<file path="config.mk">
export PLATFORM = sky130hd
export DESIGN_NAME = stopwatch_timer_core
export DESIGN_NICKNAME = d
export VERILOG_FILES = /design/src/rtl/stopwatch_timer_core.sv
export SDC_FILE = /design/constraint.sdc
export NUM_CORES = 1
export LEC_CHECK = 0
export CAP_MARGIN = 20
export CORE_MARGIN = 2
export CORE_UTILIZATION = 45
export DETAILED_ROUTE_END_ITERATION = 10
export PLACE_DENSITY = 0.82
export SLEW_MARGIN = 20
export SYNTH_ARGS = -nofsm -noshare
export SYNTH_HDL_FRONTEND = slang
export SYNTH_SLANG_ARGS = --single-unit
</file>
<file path="constraint.sdc">
create_clock -name clk -period 4.1 [get_ports clk]
set_input_delay 1.23 -clock clk [delete_from_list [all_inputs] [get_ports clk]]
set_output_delay 1.23 -clock clk [all_outputs]
set_load 0.005 [all_outputs]
</file>
<file path="src/rtl/stopwatch_timer_core.sv">
// ---------------------------------------------------------------------------
// stopwatch_timer_core
//   Centisecond stopwatch datapath. A prescaler divides clk down to the
//   centisecond rate. The count is kept as six BCD digits, MM:SS.cc. When the
//   count reaches MAX_MINUTES:59.99 it saturates and raises a flag. The
//   controller supplies the run-enable and clear-command levels.
//
//   Optional feature macro: STOPWATCH_LAP_EN
//     When defined, a lap_capture_in pulse latches the current count into
//     lap_time_out. When undefined, the lap outputs are tied to 0.
// ---------------------------------------------------------------------------
module stopwatch_timer_core #(
    parameter int CLK_FREQ_HZ = 50_000_000,
    parameter int TICK_HZ     = 100,
    parameter int MAX_MINUTES = 59
) (
    input  logic        clk,
    input  logic        reset,
    input  logic        timer_run_en_in,
    input  logic        timer_reset_cmd_in,
    input  logic        lap_capture_in,
    output logic [23:0] time_bcd_out,
    output logic        cs_tick_out,
    output logic        max_time_reached_out,
    output logic [23:0] lap_time_out,
    output logic        lap_valid_out
);

    localparam int            DIV        = CLK_FREQ_HZ / TICK_HZ;
    localparam int            PW         = (DIV > 2) ? $clog2(DIV) : 1;
    localparam logic [PW-1:0] PRESC_LAST = PW'(DIV - 1);

    typedef struct packed {
        logic [3:0] min_t;
        logic [3:0] min_o;
        logic [3:0] sec_t;
        logic [3:0] sec_o;
        logic [3:0] cs_t;
        logic [3:0] cs_o;
    } bcd_time_t;

    localparam bcd_time_t MAX_TIME = {4'(MAX_MINUTES / 10), 4'(MAX_MINUTES % 10),
                                      4'd5, 4'd9, 4'd9, 4'd9};

    // Add one centisecond. Every digit carry resolves in this one step, so
    // 00:59.99 becomes 01:00.00 on a single edge. The minutes never go past
    // MAX_MINUTES because the count saturates there.
    function automatic bcd_time_t bcd_inc(input bcd_time_t t);
        bcd_time_t n;
        n = t;
        if (t.cs_o != 4'd9) begin
            n.cs_o = t.cs_o + 4'd1;
        end else begin
            n.cs_o = 4'd0;
            if (t.cs_t != 4'd9) begin
                n.cs_t = t.cs_t + 4'd1;
            end else begin
                n.cs_t = 4'd0;
                if (t.sec_o != 4'd9) begin
                    n.sec_o = t.sec_o + 4'd1;
                end else begin
                    n.sec_o = 4'd0;
                    if (t.sec_t != 4'd5) begin
                        n.sec_t = t.sec_t + 4'd1;
                    end else begin
                        n.sec_t = 4'd0;
                        if (t.min_o != 4'd9) begin
                            n.min_o = t.min_o + 4'd1;
                        end else begin
                            n.min_o = 4'd0;
                            n.min_t = t.min_t + 4'd1;
                        end
                    end
                end
            end
        end
        return n;
    endfunction

    logic [PW-1:0] presc_q, presc_d;
    bcd_time_t     time_q,  time_d;
    logic          tick_q,  tick_d;
    logic          max_q,   max_d;

    // Next-state logic. Priority is clear command, then saturation, then counting, then hold.
    always_comb begin
        // NOTE: every signal gets a default before any branch. A path that
        // leaves a signal unassigned would infer a latch.
        presc_d = presc_q;
        time_d  = time_q;
        tick_d  = 1'b0;
        max_d   = max_q;
        if (timer_reset_cmd_in) begin
            presc_d = '0;
            time_d  = '0;
            max_d   = 1'b0;
        end else if (max_q) begin
            presc_d = '0;
        end else if (timer_run_en_in) begin
            if (presc_q == PRESC_LAST) begin
                presc_d = '0;
                time_d  = bcd_inc(time_q);
                tick_d  = 1'b1;
                max_d   = (time_d == MAX_TIME);
            end else begin
                presc_d = presc_q + 1'b1;
            end
        end
    end

    // State registers. Reset is synchronous and takes priority over everything else.
    always_ff @(posedge clk) begin
        // NOTE: sequential state uses non-blocking assignments, so every
        // register samples values from before the edge.
        if (reset) begin
            presc_q <= '0;
            time_q  <= '0;
            tick_q  <= 1'b0;
            max_q   <= 1'b0;
        end else begin
            presc_q <= presc_d;
            time_q  <= time_d;
            tick_q  <= tick_d;
            max_q   <= max_d;
        end
    end

    assign time_bcd_out         = time_q;
    assign cs_tick_out          = tick_q;
    assign max_time_reached_out = max_q;

`ifdef STOPWATCH_LAP_EN
    logic [23:0] lap_q;
    logic        lap_valid_q;

    // Lap capture. It latches the pre-increment count, and a later capture overwrites it.
    always_ff @(posedge clk) begin
        if (reset || timer_reset_cmd_in) begin
            lap_q       <= '0;
            lap_valid_q <= 1'b0;
        end else if (lap_capture_in) begin
            lap_q       <= time_q;
            lap_valid_q <= 1'b1;
        end
    end

    assign lap_time_out  = lap_q;
    assign lap_valid_out = lap_valid_q;
`else
    // The lap feature is compiled out. The input is deliberately left unused.
    logic lap_capture_unused;
    assign lap_capture_unused = lap_capture_in;
    assign lap_time_out       = '0;
    assign lap_valid_out      = 1'b0;
`endif

endmodule
</file>
==> results.sh, run 1 <==
export IMPL_vias=2212
export IMPL_slew_headroom_pct=51.4
export IMPL_grt_setup_unrepaired="false"
export IMPL_synth_ff_type="dfxtp_1"
export IMPL_synth_warnings=0
export IMPL_die_h_um=80.6
export IMPL_overflow=0
export IMPL_core_um2=5570
export IMPL_synthArstFlopShare_pct=0
export IMPL_place_ws_ns=0.544
export IMPL_startpoint_type="primary input"
export IMPL_track_usage_pct=17.0
export IMPL_fmax_mhz=306
export IMPL_area_growth_pct=12.8
export IMPL_die_area_um2=6490
export IMPL_r2r_slack_ns=1.88
export IMPL_ys_seq_area_share_pct=34.2
export IMPL_ant_nets=0
export IMPL_post_route_worst_setup_slack_ns=0.833
export IMPL_timing_final_crit_share_pct=79.7
export IMPL_numCtsBuffers=5
export IMPL_nets=351
export IMPL_rows=27
export IMPL_clk_latency_ns=0.30
export IMPL_cts_buffer_depth=2
export IMPL_power_frac_seq_pct=54.5
export IMPL_outcome="finished clean"
export IMPL_grt_max_degree=25
export IMPL_fin_total_pwr_mw=0.803
export IMPL_p_clk_share_pct=42.9
export IMPL_combPwrFrac_pct=2.5
export IMPL_swShare_pct=20.3
export IMPL_wire_per_inst_um=12.4
export IMPL_drc_errors=0
export IMPL_hold_path_class="reg -> reg"
export IMPL_avgSynthCellArea_um2=8.22
export IMPL_final_setup_tns_ns=0
export IMPL_worstPathMaxFanout=8
export IMPL_holdWs_ns=0.514
export IMPL_critPathKind="in -> reg"
export IMPL_drt_wl_total_um=5170
export IMPL_p_sw_mw=0.163
export IMPL_synth_edff_count=0
export IMPL_synth_seq_cells=45
export IMPL_critPathRequiredTime_ns=4.34
export IMPL_cts_root_buf="clkbuf_8"
export IMPL_htree_num_levels=2
export IMPL_die_w_um=80.6
export IMPL_avgViaCountPerCell=5.30
export IMPL_worst_path_largest_cell_delay_ns=0.59
export IMPL_antenna_found_initial=0
export IMPL_dr_pass1_iters=4
export IMPL_layout_commonest_cell="nor2_1"
export IMPL_final_cells=417
export IMPL_synth_cell_types=60
export IMPL_cts_tree="yes"
export IMPL_gp_congestion=0.827
export IMPL_drive_above_1_share_pct=6.38
export IMPL_min_period_ns=3.27
export IMPL_post_cts_resized=0
export IMPL_dp_cells=409
export IMPL_grt_pass1_wl_um=8730
export IMPL_cp_end_kind="register"
export IMPL_grt_pass1_vias=2029
export IMPL_start_util_pct=47.3
export IMPL_io_buffers=29
export IMPL_power_density_nw_per_um2=270
export IMPL_post_cts_setup_buffers=0
export IMPL_power_internal_mw=0.641
export IMPL_ctsHoldBuffers=0
export IMPL_arrival_ns=3.51
export IMPL_maxCapViolCount=0
export IMPL_antenna_diode_count=0
export IMPL_dpl_hpwl_um=3720
export IMPL_synthCells=321
export IMPL_leakage_nw=1.02
export IMPL_mostFrequentLayoutCells="46 x nor2_1, 45 x dfxtp_1, 29 x clkdlybuf4s50_1, 28 x nand2_1, 25 x conb_1"
export IMPL_pin_count=56
export IMPL_final_max_slew_viol_count=0
export IMPL_cpLargestDelayFamily="simple AND/OR/NAND/NOR gates"
export IMPL_hold_viol_final=0
export IMPL_critPathBufInv=1
export IMPL_worstPathCellList="clkdlybuf4s50_1 > and4_1 > nand2_2 > nor3_2 > nand3_2 > or4_1 > nand2_1"
export IMPL_ir_worst_vdd_uv=137
export IMPL_drt_iter0_markers=127
export IMPL_finalSetupViolations=0
export IMPL_clock_sinks=45
export IMPL_fillCellCount=530
export IMPL_syn_area_um2=2640
export IMPL_worst_pin_slew_ns=0.726
export IMPL_clock_skew_ns=0.00596
export IMPL_slowest_stage="clkdlybuf4s50_1"
export IMPL_clkSlewWorstSetupHoldPaths_ns=0.08
synth_stat cells (2+ instances only):
library cell	count	area, um^2
nor2_1	46	173
dfxtp_1	45	901
nand2_1	28	105
buf_4	27	203
xor2_1	18	158
nand3_1	16	80.1
a21oi_1	13	65.1
inv_1	10	37.5
xnor2_1	8	70.1
nor2b_1	7	43.8
clkbuf_1	6	22.5
mux2i_1	6	60.1
o21ai_0	6	30.0
nand2b_1	5	31.3
a31oi_1	4	25.0
nand4_1	4	25.0
nand4b_1	4	35.0
nor3b_1	4	30.0
nor4_1	4	25.0
nor4b_1	4	35.0
or3_1	4	25.0
buf_2	3	15.0
o211ai_1	3	22.5
or2_2	3	18.8
and2_1	2	12.5
and3_1	2	12.5
and4bb_4	2	32.5
ha_1	2	25.0
nor3_1	2	10.0
nor4bb_1	2	20.0
or4_1	2	15.0
sequential cells by signal (all words and copies together), names as in the netlist:
signal,flops
presc_q,19
cs_tick_out,1
max_time_reached_out,1
time_bcd_out,24
metrics by stage:
stage / instance area, um^2 / util, %
floorplan: 2730 / -
global placement: 2860 / 51.3
detailed placement: 2860 / 51.3
CTS: 2980 / 53.4
global route: 2980 / 53.4
finish: 2980 / 53.4
area by class of cell:
type	instances	area, um^2	share of cell area (%)
inverter	10	37.5	1.26
clock buffer	7	86.3	2.90
tap	72	90.1	3.03
timing repair buffer	30	298	10.0
sequential	45	901	30.3
clock inverter	1	30.0	1.01
multi-input combinational	252	1530	51.5
cells by family after synthesis:
| logic type | share of synthesized area (%) |
|---|---|
| simple gates | 34.0 |
| buf+inv | 11.1 |
| flops | 34.2 |
| compound gates | 8.68 |
| xor+xnor | 8.63 |
| mux | 2.28 |
| fa+ha+maj | 0.949 |
| other cells | 0.142 |
layer usage:
metal | wire length (um) | GRT usage, % | vias up | share of wire (%)
met5 | 0 | 0 | - | 0
met2 | 2410 | 28.8 | 60 | 46
met1 | 2380 | 20.5 | 1035 | 46
met3 | 294 | 4.04 | 8 | 5.7
met4 | 97 | 6.78 | 0 | 1.9
li1 | - | - | 1109 | -
worst register-to-register path, cell delays in order, from the launching register on:
cell,delay (ns)
dfxtp_1,0.41
nor4bb_1,0.33
nand4b_1,0.20
nor3_2,0.47
nand3_2,0.26
or4_1,0.44
nand2_1,0.07
path summary, 6_finish.rpt:
check	end	depth (start not counted)	startpoint
worst max-delay path	time_bcd_out[22]$_SDFFE_PP0P_	7	timer_run_en_in
worst min-delay path	presc_q[15]$_SDFFE_PP0P_	2	presc_q[15]$_SDFFE_PP0P_
worst max register to register	time_bcd_out[22]$_SDFFE_PP0P_	6	presc_q[17]$_SDFFE_PP0P_
worst min register to register	presc_q[15]$_SDFFE_PP0P_	2	presc_q[15]$_SDFFE_PP0P_
power groups by stage:
| stage | registers [mW] | logic, mW | clock network [mW] |
|---|---|---|---|
| 2_1_floorplan | 0.448 | 0.0319 | 0 |
| 3_3_place_gp | 0.448 | 0.0199 | 0 |
| 3_5_place_dp | 0.448 | 0.0203 | 0 |
| 4_1_cts | 0.438 | 0.0204 | 0.354 |
| 5_1_grt | 0.438 | 0.0237 | 0.369 |
| 6_report | 0.438 | 0.0204 | 0.345 |
Note: power is estimated with default switching activity, not from simulation.
==> run 2: changes to the inputs <==
--- a/config.mk
+++ b/config.mk
@@ -9,7 +9,7 @@
 export CORE_MARGIN = 2
 export CORE_UTILIZATION = 45
 export DETAILED_ROUTE_END_ITERATION = 10
-export PLACE_DENSITY = 0.82
+export PLACE_DENSITY = 0.85
 export SLEW_MARGIN = 20
 export SYNTH_ARGS = -nofsm -noshare
 export SYNTH_HDL_FRONTEND = slang
==> constraint.sdc (replaced) <==
create_clock -name clk -period 2.88 [get_ports clk]
set_input_delay 0.864 -clock clk [delete_from_list [all_inputs] [get_ports clk]]
set_output_delay 0.864 -clock clk [all_outputs]
set_load 0.005 [all_outputs]
==> run 2 against run 1 <==
  * Register-to-register slack worse by 1.2 ns
  * Flip-flop and latch count unchanged
  * Global-route usage up 0.32 points
  * Via count up 0.72%
  * Total power up 32%
  * First-iteration DRC count up 22%
  * Critical path depth up 1
  * Non-clock buffer count up 8
==> results.sh, run 2 (synthesized netlist as in run 1, its figures left out) <==
export IMPL_outcome="finished clean"
export IMPL_hold_depth=2
export IMPL_use_met1_pct=22.5
export IMPL_finalSetupViolations=0
export IMPL_ant_nets=0
export IMPL_drc_errors=0
export IMPL_clock_sinks=45
export IMPL_top_usage_layer="met2"
export IMPL_p_clk_share_pct=37.6
export IMPL_swShare_pct=22.0
export IMPL_final_max_slew_viol_count=0
export IMPL_place_ws_ns=0.0859
export IMPL_rows=27
export IMPL_die_w_um=80.6
export IMPL_arrival_ns=2.76
export IMPL_io_buffers=29
export IMPL_cts_tree="yes"
export IMPL_met3_usage_pct=3.15
export IMPL_numCtsBuffers=5
export IMPL_power_frac_seq_pct=59.0
export IMPL_drive_above_1_share_pct=8.52
export IMPL_slowest_stage="clkdlybuf4s50_1"
export IMPL_worstPathMaxFanout=4
export IMPL_grt_pass1_wl_um=8970
export IMPL_dpl_cell_area_um2=2930
export IMPL_rr_endpoint="max_time_reached_out$_SDFF_PP0_"
export IMPL_leakage_nw=1.04
export IMPL_rr_startpoint="time_bcd_out[5]$_SDFFE_PP0P_"
export IMPL_dpl_hpwl_um=3820
export IMPL_ctsHoldBuffers=0
export IMPL_hold_viol_final=0
export IMPL_min_period_ns=2.51
export IMPL_grt_setup_unrepaired="false"
export IMPL_layout_commonest_cell="nor2_1"
export IMPL_final_util_pct=54.2
export IMPL_clkSlewWorstSetupHoldPaths_ns=0.08
export IMPL_cts_root_buf="clkbuf_8"
export IMPL_timing_final_crit_share_pct=87.3
export IMPL_nets=359
export IMPL_post_cts_resized=0
export IMPL_worstPathCellList="clkdlybuf4s50_1 > and4_1 > nand2_2 > nor4_4 > buf_4 > o2111ai_1 > nor4_1 > a22o_1"
export IMPL_track_usage_pct=17.3
export IMPL_startpoint_type="primary input"
export IMPL_grt_max_degree=20
export IMPL_gp_congestion=0.887
export IMPL_htree_num_levels=2
export IMPL_worst_path_largest_cell_delay_ns=0.47
export IMPL_hold_path_class="reg -> reg"
export IMPL_hold_path_end="presc_q[16]$_SDFFE_PP0P_"
export IMPL_die_h_um=80.6
export IMPL_final_cells=424
export IMPL_holdWs_ns=0.517
export IMPL_critPathRequiredTime_ns=3.12
export IMPL_grt_pass1_vias=1992
export IMPL_cp_end_kind="register"
export IMPL_antenna_diode_count=0
export IMPL_antenna_found_initial=0
export IMPL_fillCellCount=507
export IMPL_wire_per_inst_um=12.5
export IMPL_multi_input_area_um2=1530
export IMPL_finish_instance_area_um2=3020
export IMPL_die_area_um2=6490
export IMPL_core_um2=5570
export IMPL_fin_total_pwr_mw=1.06
export IMPL_layout_area_seq_um2=901
export IMPL_overflow=0
export IMPL_area_growth_pct=14.6
export IMPL_ir_worst_vdd_uv=167
export IMPL_start_util_pct=47.3
export IMPL_min_from="presc_q[16]$_SDFFE_PP0P_"
export IMPL_post_cts_setup_buffers=0
export IMPL_final_setup_tns_ns=0
export IMPL_dr_pass1_iters=4
export IMPL_cts_buffer_depth=2
export IMPL_largest_register_ffs=24
export IMPL_avgViaCountPerCell=5.25
export IMPL_mostFrequentLayoutCells="46 x nor2_1, 45 x dfxtp_1, 29 x clkdlybuf4s50_1, 28 x nand2_1, 25 x conb_1"
export IMPL_pin_count=56
export IMPL_r2r_slack_ns=0.69
export IMPL_clock_skew_ns=0.00692
export IMPL_combPwrFrac_pct=3.4
export IMPL_power_internal_mw=0.824
export IMPL_critPathKind="in -> reg"
export IMPL_drt_iter0_markers=155
export IMPL_post_route_worst_setup_slack_ns=0.367
export IMPL_drt_wl_total_um=5300
export IMPL_power_density_nw_per_um2=350
export IMPL_met2_usage_pct=28.5
export IMPL_reg2regPathDepth=6
export IMPL_p_sw_mw=0.233
export IMPL_maxCapViolCount=0
export IMPL_fmax_mhz=398
export IMPL_clk_latency_ns=0.30
export IMPL_dp_cells=417
export IMPL_vias=2228
## run 2: worst max-delay path by stage
stage	start	cells past startpoint	endpoint	slack, ns
after floorplan	timer_run_en_in	5	time_bcd_out[7]$_SDFFE_PP0P_	0.70
after global placement	timer_run_en_in	8	max_time_reached_out$_SDFF_PP0_	0.12
after detailed placement	timer_run_en_in	8	time_bcd_out[14]$_SDFFE_PP0P_	0.09
after CTS	timer_run_en_in	8	time_bcd_out[14]$_SDFFE_PP0P_	0.39
after global routing	timer_run_en_in	8	time_bcd_out[14]$_SDFFE_PP0P_	0.22
final	timer_run_en_in	8	max_time_reached_out$_SDFF_PP0_	0.37
## run 2: power groups by stage
stage,combinational (mW),sequential (mW),clock [mW]
global route,0.0409,0.624,0.428
CTS,0.0353,0.624,0.409
detailed placement,0.0351,0.638,0
floorplan,0.0455,0.638,0
finish,0.0362,0.624,0.398
global placement,0.0347,0.638,0
## run 2: metal layers
layer | up-vias | part of all wire, %
li1 | 1119 | -
met1 | 1043 | 47
met3 | 5 | 5.0
met2 | 61 | 47
met4 | 0 | 0.93
met5 | - | 0
## run 2: critical path, delay by kind of cell
kind / cells / cell delay (ns)
and+or+nand+nor: 4 / 0.98
buffers and inverters: 2 / 0.64
AOI/OAI and AO/OA: 2 / 0.27
## run 2: cell type report
type                    instances  share of cell area, %
multi-input cells             252                   50.7
well taps                      72                   2.98
inverters                      10                   1.24
repair buffers                 38                   12.3
clock buffers                   6                   2.73
clock inverters                 1                  0.248
flip-flops and latches         45                   29.8
==> run 3: changes to the inputs <==
--- a/config.mk
+++ b/config.mk
@@ -6,10 +6,12 @@
 export NUM_CORES = 1
 export LEC_CHECK = 0
 export CAP_MARGIN = 20
+export CELL_PAD_IN_SITES_DETAIL_PLACEMENT = 1
+export CELL_PAD_IN_SITES_GLOBAL_PLACEMENT = 2
 export CORE_MARGIN = 2
-export CORE_UTILIZATION = 45
+export CORE_UTILIZATION = 27
 export DETAILED_ROUTE_END_ITERATION = 10
-export PLACE_DENSITY = 0.85
+export PLACE_DENSITY = 0.87
 export SLEW_MARGIN = 20
 export SYNTH_ARGS = -nofsm -noshare
 export SYNTH_HDL_FRONTEND = slang
==> run 3 against run 2 <==
  * Combinational power is 4% higher
  * Die area increased by 63%
  * Setup slack gained 0.049 ns
  * Global-route usage is 5.1 points lower
  * Design area increased by 4.5%
==> results.sh, run 3 (synthesized netlist as in run 1, its figures left out) <==
export IMPL_top_usage_layer="met2"
export IMPL_nets=361
export IMPL_avgViaCountPerCell=4.60
export IMPL_fillCellCount=1198
export IMPL_fin_total_pwr_mw=1.23
export IMPL_start_util_pct=27.4
export IMPL_drc_errors=0
export IMPL_power_internal_mw=0.980
export IMPL_final_util_pct=32.7
export IMPL_die_w_um=103
export IMPL_swShare_pct=20.1
export IMPL_wire_per_inst_um=12.4
export IMPL_dpl_hpwl_um=4560
export IMPL_clock_skew_ns=0.00317
export IMPL_grt_pass1_vias=2133
export IMPL_maxCapViolCount=0
export IMPL_worstPathMaxFanout=4
export IMPL_met3_usage_pct=2.31
export IMPL_clock_sinks=45
export IMPL_cp_end_kind="register"
export IMPL_grt_pass1_wl_um=10300
export IMPL_final_setup_tns_ns=0
export IMPL_cts_root_buf="clkbuf_8"
export IMPL_largest_register_ffs=24
export IMPL_startpoint_type="primary input"
export IMPL_mostFrequentLayoutCells="46 x nor2_1, 45 x dfxtp_1, 29 x clkdlybuf4s50_1, 28 x nand2_1, 25 x conb_1"
export IMPL_met2_usage_pct=20.3
export IMPL_grt_max_degree=20
export IMPL_area_growth_pct=19.7
export IMPL_post_route_worst_setup_slack_ns=0.416
export IMPL_ant_nets=0
export IMPL_rows=36
export IMPL_timing_final_crit_share_pct=85.5
export IMPL_use_met1_pct=15.9
export IMPL_vias=2246
export IMPL_die_area_um2=10600
export IMPL_io_buffers=29
export IMPL_critPathRequiredTime_ns=3.13
export IMPL_drive_above_1_share_pct=9.30
export IMPL_numCtsBuffers=5
export IMPL_startpoint="timer_run_en_in"
export IMPL_cp_endpoint="max_time_reached_out$_SDFF_PP0_"
export IMPL_antenna_found_initial=0
export IMPL_finalSetupViolations=0
export IMPL_p_clk_share_pct=46.1
export IMPL_min_period_ns=2.46
export IMPL_ir_worst_vdd_uv=270
export IMPL_clkSlewWorstSetupHoldPaths_ns=0.09
export IMPL_r2r_slack_ns=0.68
export IMPL_overflow=0
export IMPL_hold_path_class="reg -> reg"
export IMPL_antenna_diode_count=0
export IMPL_grt_setup_unrepaired="false"
export IMPL_fmax_mhz=406
export IMPL_place_ws_ns=0.0800
export IMPL_combPwrFrac_pct=3.1
export IMPL_critPathKind="in -> reg"
export IMPL_layout_commonest_cell="nor2_1"
export IMPL_post_cts_resized=0
export IMPL_drt_iter0_markers=44
export IMPL_cts_tree="yes"
export IMPL_htree_num_levels=2
export IMPL_drt_wl_total_um=6070
export IMPL_dr_pass1_iters=4
export IMPL_arrival_ns=2.71
export IMPL_final_max_slew_viol_count=0
export IMPL_cts_buffer_depth=2
export IMPL_power_frac_seq_pct=50.8
export IMPL_die_h_um=103
export IMPL_p_sw_mw=0.246
export IMPL_holdWs_ns=0.510
export IMPL_reg2regPathDepth=6
export IMPL_rr_startpoint="time_bcd_out[5]$_SDFFE_PP0P_"
export IMPL_post_cts_setup_buffers=0
export IMPL_hold_viol_final=0
export IMPL_leakage_nw=1.08
export IMPL_core_um2=9640
export IMPL_gp_congestion=0.762
export IMPL_clk_latency_ns=0.30
export IMPL_pin_count=56
export IMPL_track_usage_pct=12.1
export IMPL_rr_endpoint="max_time_reached_out$_SDFF_PP0_"
export IMPL_ctsHoldBuffers=0
export IMPL_outcome="finished clean"
export IMPL_power_density_nw_per_um2=389
-- run 3: power groups by stage --
stage | Combinational (mW) | Clock (mW) | Sequential, mW
global placement | 0.0370 | 0 | 0.638
CTS | 0.0378 | 0.589 | 0.624
detailed placement | 0.0376 | 0 | 0.638
finish | 0.0377 | 0.565 | 0.624
global route | 0.0432 | 0.607 | 0.624
floorplan | 0.0455 | 0 | 0.638
-- run 3: metrics by stage --
stage	instances	instance area (um^2)
6_report	488	3160
5_1_grt	488	3160
4_1_cts	488	3160
3_5_place_dp	480	3020
3_3_place_gp	480	3020
2_1_floorplan	345	2730
-- run 3: worst min-delay path by stage --
| stage | start | end | slack (ns) | depth (start not counted) |
|---|---|---|---|---|
| after floorplan | presc_q[15]$_SDFFE_PP0P_ | presc_q[15]$_SDFFE_PP0P_ | 0.47 | 2 |
| after global placement | presc_q[15]$_SDFFE_PP0P_ | presc_q[15]$_SDFFE_PP0P_ | 0.48 | 2 |
| after detailed placement | presc_q[15]$_SDFFE_PP0P_ | presc_q[15]$_SDFFE_PP0P_ | 0.50 | 2 |
| after CTS | presc_q[15]$_SDFFE_PP0P_ | presc_q[15]$_SDFFE_PP0P_ | 0.51 | 2 |
| after global routing | presc_q[15]$_SDFFE_PP0P_ | presc_q[15]$_SDFFE_PP0P_ | 0.56 | 2 |
| final | presc_q[15]$_SDFFE_PP0P_ | presc_q[15]$_SDFFE_PP0P_ | 0.51 | 2 |
-- run 3: area by class of cell --
type	instances	area, um^2	area share (%)
Sequential cell	45	901	28.5
Clock buffer	5	68.8	2.18
Clock inverter	3	65.1	2.06
Multi-Input combinational cell	252	1530	48.6
Tap cell	133	166	5.27
Timing Repair Buffer	40	385	12.2
Inverter	10	37.5	1.19
-- run 3: critical path, cell delays in order --
cell,delay [ns]
clkdlybuf4s50_1,0.47
and4_1,0.22
nand2_2,0.12
nor4_4,0.32
buf_4,0.17
o2111ai_1,0.10
nor4_1,0.27
a22o_1,0.17
-- run 3: metal layers --
layer,part of all wire [%],wire length [um],vias up
li1,-,-,1123
met1,49,2950,1083
met2,47,2880,36
met3,3.1,186,4
met4,1.0,61,0
met5,0,0,-
